--- config.mk ---
export PLATFORM = sky130hd
export DESIGN_NAME = microc_subr
export DESIGN_NICKNAME = d
export VERILOG_FILES = /design/src/rtl/microc_subr.sv
export SDC_FILE = /design/constraint.sdc
export NUM_CORES = 1
export LEC_CHECK = 0
export ABC_CLOCK_PERIOD_IN_PS = 5600
export CORE_UTILIZATION = 45
export CTS_CLUSTER_SIZE = 25
export DETAILED_ROUTE_END_ITERATION = 12
export PLACE_DENSITY = 0.74
export SLEW_MARGIN = 25
export SYNTH_ARGS = -nofsm -noshare
export SYNTH_HDL_FRONTEND = slang
export SYNTH_SLANG_ARGS = --single-unit
export TNS_END_PERCENT = 30
--- constraint.sdc ---
create_clock -name clk -period 5.6 [get_ports clk]
set_input_delay 0.84 -clock clk [delete_from_list [all_inputs] [get_ports clk]]
set_output_delay 0.84 -clock clk [all_outputs]
set_load 0.03 [all_outputs]
--- src/rtl/microc_subr.sv ---
// Single-cycle microcontroller datapath: PC/next-PC with a hardware call/return stack, 16 x DATA_W regfile, ALU, immediate mux, zero flag.
// Latency: every architectural update lands on the next rising clk edge; opcode is combinational from instr.
// Backpressure: none; the datapath accepts one instruction per cycle with no stall or handshake.
//
// Ports:
//   clk, reset          rising-edge clock, synchronous active-high reset
//   instr               16-bit instruction word fetched from the ROM at address pc
//   s_inc/s_call/s_ret  next-PC selection strobes from the control unit
//   s_inm, we3, op      write-back source select, register write enable, ALU operation
//   pc, opcode          ROM address and instr[5:0] returned to the control unit
//   z                   registered zero flag from the last ALU write-back
//   stack_err           sticky flag for stack overflow, underflow or a call/return conflict
//   sp_level            number of return addresses currently held on the stack
module microc_subr #(
    parameter int DATA_W      = 8,
    parameter int PC_W        = 10,
    parameter int STACK_DEPTH = 8,
    localparam int SP_W       = $clog2(STACK_DEPTH + 1)
) (
    input  logic              clk,
    input  logic              reset,
    input  logic [15:0]       instr,
    input  logic              s_inc,
    input  logic              s_inm,
    input  logic              we3,
    input  logic [2:0]        op,
    input  logic              s_call,
    input  logic              s_ret,
    output logic [PC_W-1:0]   pc,
    output logic [5:0]        opcode,
    output logic              z,
    output logic              stack_err,
    output logic [SP_W-1:0]   sp_level
);

    localparam int IDX_W = $clog2(STACK_DEPTH);

    // ------------------------------------------------------------------
    // Instruction fields
    // ------------------------------------------------------------------
    logic [3:0]        wa3;
    logic [3:0]        ra1;
    logic [3:0]        ra2;
    logic [DATA_W-1:0] imm;
    logic [PC_W-1:0]   target;

    assign wa3    = instr[15:12];
    assign ra1    = instr[11:8];
    assign ra2    = instr[7:4];
    assign imm    = DATA_W'(instr[11:4]);
    assign target = instr[15:16-PC_W];
    assign opcode = instr[5:0];

    // ------------------------------------------------------------------
    // Register file: r0 is hardwired to zero on the read side, and writes
    // to it are dropped. Reads see the pre-edge contents, so an instruction
    // that reads and writes the same register uses the old value.
    // ------------------------------------------------------------------
    logic [DATA_W-1:0] rf_q [16];
    logic [DATA_W-1:0] rd1;
    logic [DATA_W-1:0] rd2;
    logic [DATA_W-1:0] alu_res;
    logic [DATA_W-1:0] wd3;

    assign rd1 = (ra1 == 4'd0) ? '0 : rf_q[ra1];
    assign rd2 = (ra2 == 4'd0) ? '0 : rf_q[ra2];
    assign wd3 = s_inm ? imm : alu_res;

    always_ff @(posedge clk) begin
        if (reset) begin
            for (int i = 0; i < 16; i++) begin
                rf_q[i] <= '0;
            end
        end else if (we3 && (wa3 != 4'd0)) begin
            rf_q[wa3] <= wd3;
        end
    end

    // ------------------------------------------------------------------
    // ALU: all results wrap modulo 2^DATA_W
    // ------------------------------------------------------------------
    always_comb begin
        alu_res = '0;
        case (op)
            3'b000:  alu_res = rd1;
            3'b001:  alu_res = ~rd1;
            3'b010:  alu_res = rd1 + rd2;
            3'b011:  alu_res = rd1 - rd2;
            3'b100:  alu_res = rd1 & rd2;
            3'b101:  alu_res = rd1 | rd2;
            3'b110:  alu_res = '0 - rd1;
            default: alu_res = '0 - rd2;
        endcase
    end

    // ------------------------------------------------------------------
    // Zero flag: only ALU write-backs update it; immediate loads leave it.
    // ------------------------------------------------------------------
    logic z_q;
    logic z_d;

    always_comb begin
        z_d = z_q;
        if (we3 && !s_inm) begin
            z_d = (alu_res == '0);
        end
    end

    always_ff @(posedge clk) begin
        if (reset) begin
            z_q <= 1'b0;
        end else begin
            z_q <= z_d;
        end
    end

    assign z = z_q;

    // ------------------------------------------------------------------
    // PC and return-address stack
    // sp_q counts occupied entries, so the next free slot is stk_q[sp_q]
    // and the top of stack is stk_q[sp_q-1].
    // ------------------------------------------------------------------
    logic [PC_W-1:0]  pc_q;
    logic [PC_W-1:0]  pc_d;
    logic [PC_W-1:0]  pc_plus1;
    logic [SP_W-1:0]  sp_q;
    logic [SP_W-1:0]  sp_d;
    logic             err_q;
    logic             err_d;
    logic             push;
    logic             stack_empty;
    logic             stack_full;
    logic [IDX_W-1:0] push_idx;
    logic [IDX_W-1:0] pop_idx;
    logic [PC_W-1:0]  stk_q [STACK_DEPTH];

    assign pc_plus1    = pc_q + PC_W'(1);
    assign stack_empty = (sp_q == '0);
    assign stack_full  = (sp_q == SP_W'(STACK_DEPTH));
    assign push_idx    = sp_q[IDX_W-1:0];
    assign pop_idx     = IDX_W'(sp_q - SP_W'(1));

    // Priority: conflict, return (underflow or pop), call (overflow or
    // push), then plain jump vs. increment. Faulting call/return requests
    // fall through to PC+1 so execution carries on past the bad instruction.
    always_comb begin
        pc_d  = pc_plus1;
        sp_d  = sp_q;
        err_d = err_q;
        push  = 1'b0;
        if (s_call && s_ret) begin
            err_d = 1'b1;
        end else if (s_ret) begin
            if (stack_empty) begin
                err_d = 1'b1;
            end else begin
                pc_d = stk_q[pop_idx];
                sp_d = sp_q - SP_W'(1);
            end
        end else if (s_call) begin
            if (stack_full) begin
                err_d = 1'b1;
            end else begin
                push = 1'b1;
                pc_d = target;
                sp_d = sp_q + SP_W'(1);
            end
        end else if (!s_inc) begin
            pc_d = target;
        end
    end

    always_ff @(posedge clk) begin
        if (reset) begin
            pc_q  <= '0;
            sp_q  <= '0;
            err_q <= 1'b0;
        end else begin
            pc_q  <= pc_d;
            sp_q  <= sp_d;
            err_q <= err_d;
        end
    end

    // Stack storage needs no reset: entries are only read below sp_q.
    always_ff @(posedge clk) begin
        if (!reset && push) begin
            stk_q[push_idx] <= pc_plus1;
        end
    end

    assign pc        = pc_q;
    assign sp_level  = sp_q;
    assign stack_err = err_q;

endmodule

==> results of run 1 <==
-- kinds of logic after synthesis --
family	Yosys count	synth area share [%]
xor+xnor	29	2.14
mux	120	16.2
fa+ha+maj	15	1.65
other cells	1	0.0316
flops	220	54.3
compound gates	143	9.03
buf+inv	87	3.79
simple gates	338	12.9
-- through the flow --
step	setup slack (ps)	total power [mW]	utilization (%)	instance area (um^2)
5_1_grt	348	4.61	52.0	13500
2_1_floorplan	628	2.61	-	11900
6_report	625	4.46	52.0	13500
4_1_cts	609	4.46	51.9	13500
3_5_place_dp	101	2.91	48.9	12700
3_3_place_gp	226	2.89	48.9	12700
-- synth_stat cells, types with 4 or more instances --
cell type	instances	share of area, %
edfxtp_1	204	52
nor2_1	149	4.7
nand2_1	73	2.3
mux4_2	56	11
mux2i_1	50	4.2
clkbuf_1	36	1.1
nor3_1	27	1.1
xnor2_1	23	1.7
nand3_1	22	0.93
o21ai_0	22	0.93
a21oi_1	21	0.89
inv_1	20	0.63
nand2b_1	20	1.1
dfxtp_1	16	2.7
nor2b_1	16	0.84
a221oi_1	15	1.1
buf_4	14	0.89
ha_1	14	1.5
mux2_2	14	1.3
a22oi_1	12	0.76
o31ai_1	9	0.57
a21o_1	6	0.38
and3_1	6	0.32
buf_2	6	0.25
xor2_1	6	0.44
a211oi_1	5	0.32
and2_1	5	0.26
o211ai_1	5	0.32
o22ai_1	5	0.26
buf_6	4	0.38
-- power groups by stage --
| stage | Combinational [mW] | Sequential, mW | Clock [mW] |
|---|---|---|---|
| 2_1_floorplan | 0.633 | 1.98 | 0 |
| 3_3_place_gp | 0.922 | 1.97 | 0 |
| 3_5_place_dp | 0.940 | 1.97 | 0 |
| 4_1_cts | 0.944 | 1.94 | 1.58 |
| 5_1_grt | 1.02 | 1.94 | 1.64 |
| 6_report | 0.951 | 1.94 | 1.57 |
-- layer usage --
layer	track usage (%)	part of all wire, %	vias up
met5	0	0	-
met4	9.67	3.6	0
met3	3.37	8.3	79
met2	40.4	49	466
met1	32.1	40	4154
li1	-	-	3712
-- sequential cells by signal, indices dropped and copies added (netlist names) --
name and flops:
rf_q 124, stk_q 80, pc 10, sp_level 4, stack_err 1, z 1
-- worst min-delay path by stage --
stage | start | to | slack (ps)
after detailed placement | stack_err | stack_err | 470
after global placement | stack_err | stack_err | 480
after global routing | stack_err | stack_err | 520
after floorplan | z | z | 650
final | stack_err | stack_err | 480
after CTS | stack_err | stack_err | 490
-- layout make-up --
cell class | instances | area [um^2]
clock buffer | 31 | 647
tap | 335 | 419
multi-input combinational | 649 | 5000
clock inverter | 13 | 144
sequential | 220 | 6450
timing repair buffer | 89 | 768
inverter | 22 | 82.6
fill | 2201 | 12500
-- tightest hold or removal path: stages, from the launching register on --
cell	delay, ps
dfxtp_1	320
a221oi_1	50
nor2_1	80
==> impl_metrics.env, run 1 <==
export IMPL_status="finished, final reports clean"
export IMPL_syn_area_um2=11900
export IMPL_clk_pin_slew_ps=60
export IMPL_powerDensity_nw_per_um2=330
export IMPL_synthArstFlopShare_pct=0
export IMPL_die_h_um=164
export IMPL_synth_edf_count=204
export IMPL_ys_ff_latch=220
export IMPL_rrSetupSlack_ps=1170
export IMPL_fmax_ghz=0.201
export IMPL_core_area_um2=26000
export IMPL_setup_viol=0
export IMPL_start_util_pct=45.7
export IMPL_reg2reg_to="rf_q[13][7]"
export IMPL_via_per_inst=6.19
export IMPL_fin_tns_setup_ps=0
export IMPL_crit_family="compound AO/OA/AOI/OAI gates"
export IMPL_area_delta_synth_final_pct=13.8
export IMPL_arrival_ps=5200
export IMPL_first_global_vias=8129
export IMPL_endpoint_kind="register"
export IMPL_io_buffers=39
export IMPL_clockBufferDepth=3
export IMPL_avgRoutedWirePerCell_um=23.7
export IMPL_final_hold_violation_count=0
export IMPL_maxCapViolations=0
export IMPL_critPathBufInv=4
export IMPL_hold_path_class="reg2reg"
export IMPL_worst_pin_slew_ps=1020
export IMPL_cts_setup_buffers=0
export IMPL_pwr_share_comb_pct=21.3
export IMPL_final_period_utilization_pct=88.8
export IMPL_cts_htree_levels=1
export IMPL_synth_warnings=0
export IMPL_drive_gt1_share_pct=17.6
export IMPL_via_count=8411
export IMPL_crit_path_cell_trace="clkdlybuf4s50_1, buf_12, buf_4, and2_0, a221oi_1, a22oi_2, ha_1, a21oi_1, ha_1, nor2b_1, o21ai_0, a21boi_0, o21ai_0, a21oi_1, xnor2_1, xnor2_1, a2111oi_4, buf_4, nor3_1"
export IMPL_final_cell_mix="edfxtp_1 (204), nor2_1 (142), nand2_1 (73)"
export IMPL_track_usage_pct=24.3
export IMPL_grt_pass1_wl_mm=48.6
export IMPL_die_w_um=164
export IMPL_grt_max_degree=38
export IMPL_route_detailed_drc=0
export IMPL_path_max_fanout=15
export IMPL_crit_type="in2reg"
export IMPL_critPathSlowestCell="clkdlybuf4s50_1"
export IMPL_root_buffer="clkbuf_16"
export IMPL_rsz0062_at_grt="no"
export IMPL_cts_hold_buf=0
export IMPL_dpl_hpwl_mm=23.1
export IMPL_rr_startpoint="rf_q[15][0]"
export IMPL_clock_sinks=220
export IMPL_relSlewSlack_pct=32.0
export IMPL_ys_types=75
export IMPL_cts_repair_resized=0
export IMPL_startpoint_type="primary input"
export IMPL_endpoint="rf_q[13][7]"
export IMPL_seqPwrFrac_pct=43.5
export IMPL_required_ps=5830
export IMPL_row_count=59
export IMPL_synthCells=953
export IMPL_grt_remaining_overflow=0
export IMPL_n_antenna_cell=0
export IMPL_ant_nets=0
export IMPL_clk_insertion_delay_late_ps=530
export IMPL_slowest_delay_ps=450
export IMPL_p_int_mw=3.19
export IMPL_synth_seq_area_share_pct=54.3
export IMPL_syn_mean_instance_area_um2=12.5
export IMPL_p_leak_nw=4.82
export IMPL_dr_first_iter_drc_count=1041
export IMPL_numCtsBuffers=24
export IMPL_gp_congestion=0.990
export IMPL_swShare_pct=28.5
export IMPL_synth_ff_type="edfxtp_1"
export IMPL_ios=48
export IMPL_fin_cells=1359
export IMPL_cts_tree="done"
export IMPL_layout_commonest_cell="edfxtp_1"
export IMPL_crit_cells=19
export IMPL_holdPathStages=2
export IMPL_p_clk_share_pct=35.2
export IMPL_drt_total_wl_mm=32.3
export IMPL_dp_cells=1315
export IMPL_layout_nets=1047
export IMPL_finClkSkew_ps=27.1
export IMPL_finalCriticalPeriod_ps=4980
export IMPL_holdWs_ps=481
export IMPL_dieArea_um2=27000
export IMPL_vdd_drop_max_v=0.000251
export IMPL_drv_slew=0
export IMPL_first_pass_iters=6
export IMPL_reg2regPathDepth=17
export IMPL_p_switching_mw=1.27
export IMPL_grt_antenna_before_repair=0
export IMPL_crit_start="instr[4]"
No activity file was read; power rests on OpenSTA's default activity.
==> run 2: changes to the inputs <==
--- a/config.mk
+++ b/config.mk
@@ -5,7 +5,6 @@
 export SDC_FILE = /design/constraint.sdc
 export NUM_CORES = 1
 export LEC_CHECK = 0
-export ABC_CLOCK_PERIOD_IN_PS = 5600
 export CORE_UTILIZATION = 45
 export CTS_CLUSTER_SIZE = 25
 export DETAILED_ROUTE_END_ITERATION = 12
==> results of run 2 <==
No change in the layout: final DEF, timing and power equal those of run 1.
==> run 3: changes to the inputs <==
--- a/config.mk
+++ b/config.mk
@@ -8,6 +8,7 @@
 export CORE_UTILIZATION = 45
 export CTS_CLUSTER_SIZE = 25
 export DETAILED_ROUTE_END_ITERATION = 12
+export GPL_TIMING_DRIVEN = 0
 export PLACE_DENSITY = 0.74
 export SLEW_MARGIN = 25
 export SYNTH_ARGS = -nofsm -noshare
==> constraint.sdc (replaced) <==
create_clock -name clk -period 5.6 [get_ports clk]
set_input_delay 0.84 -clock clk [delete_from_list [all_inputs] [get_ports clk]]
set_output_delay 0.84 -clock clk [all_outputs]
set_load 0.1 [all_outputs]
==> run 3 against run 2 <==
Against the previous run:
- clock power decreased by 3%
- sequential cell count unchanged
- via count increased by 1.4%
- maximum frequency decreased by 6.3%
- critical endpoint is now rf_q[7][6]
==> impl_metrics.env, run 3 (synthesized netlist as in run 1, its figures left out) <==
export IMPL_status="finished, final reports clean"
export IMPL_reg2regPathDepth=17
export IMPL_route_detailed_drc=0
export IMPL_dieArea_um2=27000
export IMPL_p_int_mw=3.13
export IMPL_reg2reg_to="rf_q[3][5]"
export IMPL_finClkSkew_ps=30.4
export IMPL_met3_usage_pct=4.92
export IMPL_fillCellCount=2204
export IMPL_track_usage_pct=25.1
export IMPL_start_util_pct=45.7
export IMPL_cts_htree_levels=1
export IMPL_root_buffer="clkbuf_16"
export IMPL_dr_first_iter_drc_count=1134
export IMPL_crit_type="in2reg"
export IMPL_required_ps=5850
export IMPL_worst_pin_slew_ps=1020
export IMPL_ant_nets=0
export IMPL_die_w_um=164
export IMPL_gp_congestion=0.934
export IMPL_seqPwrFrac_pct=42.8
export IMPL_rrSetupSlack_ps=1120
export IMPL_busiest_layer="met2"
export IMPL_cts_tree="done"
export IMPL_grt_pass1_wl_mm=49.8
export IMPL_first_global_vias=8311
export IMPL_final_cell_mix="edfxtp_1 (204), nor2_1 (143), nand2_1 (73)"
export IMPL_clockBufferDepth=3
export IMPL_relSlewSlack_pct=31.3
export IMPL_via_per_inst=6.20
export IMPL_clk_pin_slew_ps=60
export IMPL_fin_cells=1375
export IMPL_row_count=59
export IMPL_final_period_utilization_pct=94.8
export IMPL_powerDensity_nw_per_um2=335
export IMPL_drv_slew=0
export IMPL_io_buffers=35
export IMPL_first_pass_iters=6
export IMPL_regMostFlops="rf_q"
export IMPL_layout_commonest_cell="edfxtp_1"
export IMPL_largest_reg_flops=124
export IMPL_endpoint_kind="register"
export IMPL_cts_hold_buf=0
export IMPL_layout_nets=1064
export IMPL_via_count=8525
export IMPL_grt_remaining_overflow=0
export IMPL_rsz0062_at_grt="no"
export IMPL_ios=48
export IMPL_setup_viol=0
export IMPL_drive_gt1_share_pct=16.3
export IMPL_rr_startpoint="rf_q[14][0]"
export IMPL_maxCapViolations=0
export IMPL_p_switching_mw=1.40
export IMPL_drt_total_wl_mm=33.4
export IMPL_power_mw=4.53
export IMPL_fmax_ghz=0.188
export IMPL_die_h_um=164
export IMPL_finalCriticalPeriod_ps=5310
export IMPL_endpoint="rf_q[7][6]"
export IMPL_path_max_fanout=10
export IMPL_pwr_share_comb_pct=23.6
export IMPL_hold_path_class="reg2reg"
export IMPL_dpl_hpwl_mm=23.5
export IMPL_crit_start="instr[9]"
export IMPL_clock_sinks=220
export IMPL_holdWs_ps=504
export IMPL_grt_antenna_before_repair=1
export IMPL_numCtsBuffers=24
export IMPL_p_clk_share_pct=33.5
export IMPL_core_area_um2=26000
export IMPL_clk_insertion_delay_late_ps=530
export IMPL_grt_max_degree=15
export IMPL_n_antenna_cell=0
export IMPL_p_leak_nw=4.79
export IMPL_area_delta_synth_final_pct=14.0
export IMPL_vdd_drop_max_v=0.000305
export IMPL_met1_usage_pct=31.9
export IMPL_avgRoutedWirePerCell_um=24.3
export IMPL_swShare_pct=30.9
export IMPL_use_met2_pct=41.8
export IMPL_startpoint_type="primary input"
export IMPL_final_hold_violation_count=0
export IMPL_dp_cells=1328
export IMPL_arrival_ps=5560
==> run 3: changes by cell type in the layout (fill, tap and decap cells not counted), sizes merged <==
| cell | change |
|---|---|
| buf | -17 |
| bufinv | -2 |
| clkbuf | +37 |
| clkdlybuf4s50 | -3 |
| dlymetal6s2s | +1 |
==> run 3: layout make-up <==
| type | count | area (um^2) | share of cell area, % |
|---|---|---|---|
| Timing Repair Buffer | 41 | 405 | 3.00 |
| Clock inverter | 11 | 77.6 | 0.574 |
| Multi-Input combinational cell | 649 | 5030 | 37.2 |
| Inverter | 22 | 86.3 | 0.638 |
| Buffer | 65 | 378 | 2.79 |
| Sequential cell | 220 | 6450 | 47.7 |
| Tap cell | 335 | 419 | 3.10 |
| Clock buffer | 32 | 682 | 5.04 |
==> run 3: worst max-delay path, stage by stage <==
cell and delay [ps]:
dlymetal6s2s_1 350, buf_4 310, buf_4 250, buf_4 280, mux4_2 370, a22oi_1 210, o31ai_2 190, inv_1 230
ha_1 210, inv_1 60, fa_1 410, a21o_1 180, a21oi_1 210, o21ai_0 130, a21oi_1 190, xnor2_1 90
nor3_1 220, o41a_1 420, buf_2 320, nor2_1 80
==> run 3: metrics by stage <==
stage	setup TNS, ps	cell area (um^2)	setup WS (ps)	utilization (%)
6_report	0	13500	290	52.1
5_1_grt	0	13500	10.1	52.1
4_1_cts	0	13500	24.3	51.8
3_5_place_dp	-103180	12700	-1550	48.8
3_3_place_gp	-99040	12600	-1500	48.7
2_1_floorplan	0	11900	628	-
==> run 3: routing by layer <==
metal  share of wire [%]  up-vias
met5                   0        -
met4                 4.6        0
met3                  11      109
met2                  48      553
met1                  37     4113
li1                    -     3750
==> run 3: power by group through the flow <==
| stage | Clock [mW] | Combinational [mW] | Sequential, mW |
|---|---|---|---|
| floorplan | 0 | 0.645 | 2.07 |
| finish | 1.52 | 1.07 | 1.94 |
| detailed placement | 0 | 1.04 | 1.97 |
| global route | 1.59 | 1.14 | 1.95 |
| global placement | 0 | 1.02 | 1.97 |
| CTS | 1.52 | 1.05 | 1.94 |
==> run 3: worst min path at each step <==
| stage | cells after the start | end | from | slack, ps |
|---|---|---|---|---|
| global placement | 2 | stack_err | stack_err | 500 |
| finish | 2 | stack_err | stack_err | 500 |
| CTS | 2 | stack_err | stack_err | 510 |
| detailed placement | 2 | stack_err | stack_err | 480 |
| global route | 2 | stack_err | stack_err | 560 |
| floorplan | 5 | pc[7] | stk_q[1][7] | 800 |
==> run 3: repair_timing <==
item,in CTS,in global routing
pin swaps,1,1
gates resized for setup,8,10
buffers inserted,2,2
endpoints found under the setup margin,93,91
